`config.mk`:
```
export PLATFORM = sky130hd
export DESIGN_NAME = hazard_ctrl
export DESIGN_NICKNAME = d
export VERILOG_FILES = /design/src/rtl/hazard_ctrl.sv
export SDC_FILE = /design/constraint.sdc
export NUM_CORES = 1
export LEC_CHECK = 0
export ABC_CLOCK_PERIOD_IN_PS = 2250
export CAP_MARGIN = 30
export CORE_ASPECT_RATIO = 0.8
export CORE_MARGIN = 1
export CORE_UTILIZATION = 31
export DETAILED_ROUTE_END_ITERATION = 7
export PLACE_DENSITY_LB_ADDON = 0.3
export SLEW_MARGIN = 20
export SYNTH_ARGS = -nofsm -noshare
export SYNTH_HDL_FRONTEND = slang
export SYNTH_SLANG_ARGS = --single-unit
```
`constraint.sdc`:
```
create_clock -name clk -period 2.25 [get_ports clk]
set_clock_uncertainty 0.05 [all_clocks]
set_input_delay 0.675 -clock clk [delete_from_list [all_inputs] [get_ports clk]]
set_output_delay 0.675 -clock clk [all_outputs]
set_load 0.005 [all_outputs]
```
`src/rtl/hazard_ctrl.sv`:
```
// hazard_ctrl: pipeline hazard controller for the LC-3b five-stage datapath.
// Detects load-use hazards between ID/EX and IF/ID, and shadows control-flow
// instructions with bubbles followed by an optional IF/ID squash. A memory stall
// freezes the whole pipeline and this controller's state.
//
// Ports:
//   clk, rst_n      clock, asynchronous active-low reset
//   i_if_id_ir      instruction held in IF/ID
//   i_id_ex_ir      instruction held in ID/EX
//   i_br_resolve    pulse: the BR in flight resolved this cycle
//   i_br_taken      resolved outcome, valid with i_br_resolve
//   i_mem_stall     level: MEM stage has not completed
//   o_gen_bubble    insert NOP into ID/EX this cycle
//   o_stall_if      hold PC and IF/ID this cycle
//   o_squash_id     replace IF/ID with NOP at the next edge
//   o_stall_all     freeze every pipeline register
//   o_busy          controller is not idle
module hazard_ctrl #(
  parameter int unsigned SHADOW_DEPTH = 5,
  parameter int unsigned LOAD_BUBBLES = 1,
  parameter int unsigned EARLY_NT     = 1
) (
  input  logic        clk,
  input  logic        rst_n,
  input  logic [15:0] i_if_id_ir,
  input  logic [15:0] i_id_ex_ir,
  input  logic        i_br_resolve,
  input  logic        i_br_taken,
  input  logic        i_mem_stall,
  output logic        o_gen_bubble,
  output logic        o_stall_if,
  output logic        o_squash_id,
  output logic        o_stall_all,
  output logic        o_busy
);

  localparam logic [3:0] OpBr   = 4'b0000;
  localparam logic [3:0] OpAdd  = 4'b0001;
  localparam logic [3:0] OpLdb  = 4'b0010;
  localparam logic [3:0] OpStb  = 4'b0011;
  localparam logic [3:0] OpJsr  = 4'b0100;
  localparam logic [3:0] OpAnd  = 4'b0101;
  localparam logic [3:0] OpLdr  = 4'b0110;
  localparam logic [3:0] OpStr  = 4'b0111;
  localparam logic [3:0] OpNot  = 4'b1001;
  localparam logic [3:0] OpLdi  = 4'b1010;
  localparam logic [3:0] OpSti  = 4'b1011;
  localparam logic [3:0] OpJmp  = 4'b1100;
  localparam logic [3:0] OpTrap = 4'b1111;

  typedef enum logic [1:0] {StIdle, StLoadStall, StShadow} state_e;

  state_e     r_state;
  logic [2:0] r_cnt;
  logic       r_is_br;
  logic       r_taken_q;

  logic [3:0] w_if_op;
  logic [3:0] w_ex_op;
  logic [2:0] w_ex_dest;
  logic       w_ex_load;
  logic       w_if_load;
  logic       w_if_store;
  logic       w_use_sr1;
  logic       w_use_sr2;
  logic       w_hazard;
  logic       w_ctrl;
  logic       w_early;
  logic       w_unused_ex;

  assign w_if_op   = i_if_id_ir[15:12];
  assign w_ex_op   = i_id_ex_ir[15:12];
  assign w_ex_dest = i_id_ex_ir[11:9];

  // Only the opcode and destination of the ID/EX instruction matter here.
  assign w_unused_ex = ^i_id_ex_ir[8:0];

  assign w_ex_load  = w_ex_op inside {OpLdb, OpLdi, OpLdr};
  assign w_if_load  = w_if_op inside {OpLdb, OpLdi, OpLdr};
  assign w_if_store = w_if_op inside {OpStb, OpSti, OpStr};

  // JSR with ir[11]=0 is JSRR, which reads its base register from [8:6].
  assign w_use_sr1 = (w_if_op inside {OpAdd, OpAnd, OpNot, OpJmp}) | w_if_load | w_if_store |
                     ((w_if_op == OpJsr) & ~i_if_id_ir[11]);
  assign w_use_sr2 = (w_if_op inside {OpAdd, OpAnd}) & ~i_if_id_ir[5];

  assign w_hazard = w_ex_load & ((w_use_sr1  & (i_if_id_ir[8:6]  == w_ex_dest)) |
                                 (w_use_sr2  & (i_if_id_ir[2:0]  == w_ex_dest)) |
                                 (w_if_store & (i_if_id_ir[11:9] == w_ex_dest)));

  // An all-zero word is the pipeline NOP (BR with no condition bits), not a branch.
  assign w_ctrl = (w_if_op inside {OpBr, OpJmp, OpJsr, OpTrap}) & (i_if_id_ir != 16'h0000);

  assign w_early = (EARLY_NT != 0) & r_is_br & i_br_resolve & ~i_br_taken;

  always_ff @(posedge clk or negedge rst_n) begin
    if (!rst_n) begin
      r_state   <= StIdle;
      r_cnt     <= 3'd0;
      r_is_br   <= 1'b0;
      r_taken_q <= 1'b0;
    end else if (!i_mem_stall) begin
      case (r_state)
        StIdle: begin
          if (w_hazard) begin
            if (LOAD_BUBBLES > 1) begin
              r_state <= StLoadStall;
              r_cnt   <= 3'(LOAD_BUBBLES - 1);
            end
          end else if (w_ctrl) begin
            r_state   <= StShadow;
            r_cnt     <= 3'(SHADOW_DEPTH);
            r_is_br   <= (w_if_op == OpBr);
            r_taken_q <= 1'b0;
          end
        end
        StLoadStall: begin
          if (r_cnt <= 3'd1) begin
            r_state <= StIdle;
            r_cnt   <= 3'd0;
          end else begin
            r_cnt <= r_cnt - 3'd1;
          end
        end
        StShadow: begin
          if (w_early) begin
            r_state <= StIdle;
            r_cnt   <= 3'd0;
          end else begin
            if (i_br_resolve) begin
              r_taken_q <= i_br_taken;
            end
            if (r_cnt > 3'd1) begin
              r_cnt <= r_cnt - 3'd1;
            end else begin
              r_state <= StIdle;
              r_cnt   <= 3'd0;
            end
          end
        end
        default: begin
          r_state <= StIdle;
          r_cnt   <= 3'd0;
        end
      endcase
    end
  end

  // Mealy outputs; everything is held low while reset is asserted.
  always_comb begin
    o_gen_bubble = 1'b0;
    o_stall_if   = 1'b0;
    o_squash_id  = 1'b0;
    o_stall_all  = 1'b0;
    if (rst_n) begin
      if (i_mem_stall) begin
        o_stall_all = 1'b1;
      end else begin
        case (r_state)
          StIdle: begin
            o_gen_bubble = w_hazard;
            o_stall_if   = w_hazard;
          end
          StLoadStall: begin
            o_gen_bubble = 1'b1;
            o_stall_if   = 1'b1;
          end
          StShadow: begin
            if (!w_early) begin
              if (r_cnt > 3'd1) begin
                o_gen_bubble = 1'b1;
              end else begin
                o_squash_id = ~r_is_br | r_taken_q;
              end
            end
          end
          default: ;
        endcase
      end
    end
  end

  assign o_busy = rst_n & (r_state != StIdle);

endmodule

```
==> run summary <==
complex-gate fraction of the synthesized area: 23.21%
Post-Synth XOR/XNOR Area: 12.50%
number of global-route vias before repair: 811
pin count of the biggest net entering global routing: 6
core area: 1892 um^2
synth unique cells: 32
gpl congestion: 0.8360
failing checks: setup timing
commonest non-fill, non-tap cell in the layout: buf_4
LEAKAGE: 0.5452 nW
die height: 42.34 um
max_cap viols: 0
number of cells in the design after placement: 147
combinational fraction of design power: 57.1%
GRT overflow: 0
n_diodes: 0
slew at the pin with the worst max-slew slack: 0.3044 ns
ranking of synthesized cells by area: dfrtp_1 24%, xnor2_1 11%, o21ai_0 5.6%
hold buffers post-CTS: 0
first-pass GRT wire length: 3.539 mm
Int Power: 0.4041 mW
routed length per instance: 13.83 um
Clock Latency Late Sink: 0.24 ns
Net Count, Synth: 116
Slew headroom: 79.70%
final setup TNS: -0.7199 ns
final hold violation count: 0
final period utilization: 116.7%
Worst VDD drop: 451.4 uV
Syn Inst Count: 77
Critical Path Start Type: primary input
RSZ-0062 raised after global routing: true
sequential element share of the synthesized area: 23.81%
CTS tree: yes
cell row count: 14
Setup Crit Path Kind: primary input to output pin
Switching Power: 0.2671 mW
Layout area overhead: 82.14%
post-place setup slack: -1.190 ns
Critical Path RT: 1.52 ns
worst setup margin: -0.3769 ns
Fmax achieved: 380.7 MHz
final antenna-violating net count: 0
status: finished, violations left
level count of the clock H-tree: 1
CP max-delay cell: nor4b_4
Max Fanout on Critical Path: 2
post-synthesis simple-gate area fraction: 30.56%
Final min period: 2.627 ns
die area: 2220 um^2
share of cells above drive strength 1: 41.73%
largest area contributor in the synthesized netlist: dfrtp_1
critical path's largest stage delay: 0.28 ns
post-synthesis async set-or-reset flop share: 100.0%
Synth Area in Adders: 3.968%
Ports: 42
CP Capture Type: output pin
Syn Area/Cell: 8.190 um^2
#FFs+latches synth: 6
Slew Viols, Final: 0
first drt pass iteration count: 4
Post-synth EDFFs: 0
Initial Util: 33.33%
initial antenna violation count: 0
Flop pwr share: 28.3%
Buf/Inv on CP: 2
Post-Layout Cell Count: 151
I/O Buffers: 32
crit path cell chain: buf_8 -> nor4b_4 -> nand4_1 -> o21ai_2 -> o21ai_2 -> nor4b_4 -> o21bai_1 -> buf_2
pwr dens: 584.4 nW/um^2
Root Buffer: clkbuf_4
Reg clk slew, reported paths: 0.04 ns
First DRT Iteration DRCs: 14
total CTS buffers: 3
worst hold path class: primary input to async pin
sw frac: 39.80%
clock sinks: 6
Final setup violation count: 2
top_reg_cell synth: dfrtp_1
final net count: 168
all-layer global routing usage: 22.32%
mux contribution to synthesized area: 2.381%
main combinational cell family by area after synthesis: simple AND/OR/NAND/NOR gates
Clk pwr share: 14.6%
Via Count: 757
Worst Path Arrival: 1.90 ns
largest delay contributor family on the critical path: simple AND/OR/NAND/NOR gates
synth warn: 0
routed wire length: 2.089 mm
Chip Width: 52.43 um
DPL Wire Length: 1.748 mm
Via density: 5.013
Syn Std Cell Area: 630.6 um^2
Core Util, Final: 60.71%
share of the synthesized area in the top cell type: 23.81%
Clock Path Buffers: 2
DRC viols: 0
most frequent cells in the layout: 15 x buf_4, 10 x buf_2, 9 x dlygate4sd2_1, 7 x nand2_1
## metal layers
layer	vias to the layer above	track usage (%)	share of wire [%]	wire length, um
li1	388	-	-	-
met1	345	27.52	47	983
met2	20	35.19	46	964
met3	4	7.971	5.3	111
met4	0	8.421	1.4	29
met5	-	0	0	0
## synthesized netlist by cell type, drive strengths merged (2+ instances only)
master,count
o21ai,9
nand2,8
xnor2,8
dfrtp,6
inv,6
nor2,4
nor4,4
nand3,3
nor2b,3
a211oi,2
a21oi,2
and2,2
ha,2
nand4,2
nor4b,2
## repair_timing
item / 4_1_cts / 5_1_grt
setup endpoints to repair: 5 / 3
buffers inserted: 1 / 0
resized for setup: 107 / 8
pin swaps: 20 / 7
## power groups by stage
stage          registers (mW)  logic [mW]  clock network, mW
5_1_grt                 0.198       0.420              0.107
3_5_place_dp            0.187       0.376                  0
6_report                0.190       0.383             0.0980
3_3_place_gp            0.184       0.363                  0
4_1_cts                 0.186       0.371              0.101
2_1_floorplan           0.183       0.191                  0
## sequential cells by signal (all words and copies together), names as in the netlist
signal / flops
r_cnt: 3
r_is_br: 1
r_state: 1
r_taken_q: 1
## path summary, 6_finish.rpt
path	from	end	slack (ns)	depth (start not counted)
max in group asynchronous	rst_n	r_cnt[1]$_DFFE_PN0P_	1.64	3
hold reg to reg	r_cnt[1]$_DFFE_PN0P_	r_cnt[1]$_DFFE_PN0P_	0.45	1
setup / recovery	i_if_id_ir[5]	o_gen_bubble	-0.38	8
hold / removal	rst_n	r_cnt[2]$_DFFE_PN0P_	0.30	2
min in group clk	r_cnt[1]$_DFFE_PN0P_	r_cnt[1]$_DFFE_PN0P_	0.45	1
setup reg to reg	r_cnt[1]$_DFFE_PN0P_	r_cnt[2]$_DFFE_PN0P_	0.61	8
## metrics by stage
stage	cell area [um^2]	power, mW	hold WS (ns)
after global routing	1149	0.7250	0.3069
after CTS	1129	0.6583	0.2999
final	1149	0.6712	0.3035
after detailed placement	1097	0.5638	0.4484
after floorplan	641.9	0.3739	0.3294
after global placement	1097	0.5469	0.4367
## cell families after synthesis
group,Yosys count
AND/OR/NAND/NOR,32
buffers and inverters,6
XOR/XNOR,9
multiplexers,1
flip-flops,6
AO/OA/AOI/OAI,21
adder cells (fa/ha/maj),2
## area by class of cell
| class | instances | area (um^2) |
|---|---|---|
| timing repair buffer | 47 | 389.1 |
| multi-input combinational | 65 | 534.3 |
| sequential | 6 | 150.1 |
| tap | 24 | 30.03 |
| inverter | 6 | 22.52 |
| clock buffer | 3 | 22.52 |
| fill | 186 | 743.2 |
No activity file was read; power rests on OpenSTA's default activity.
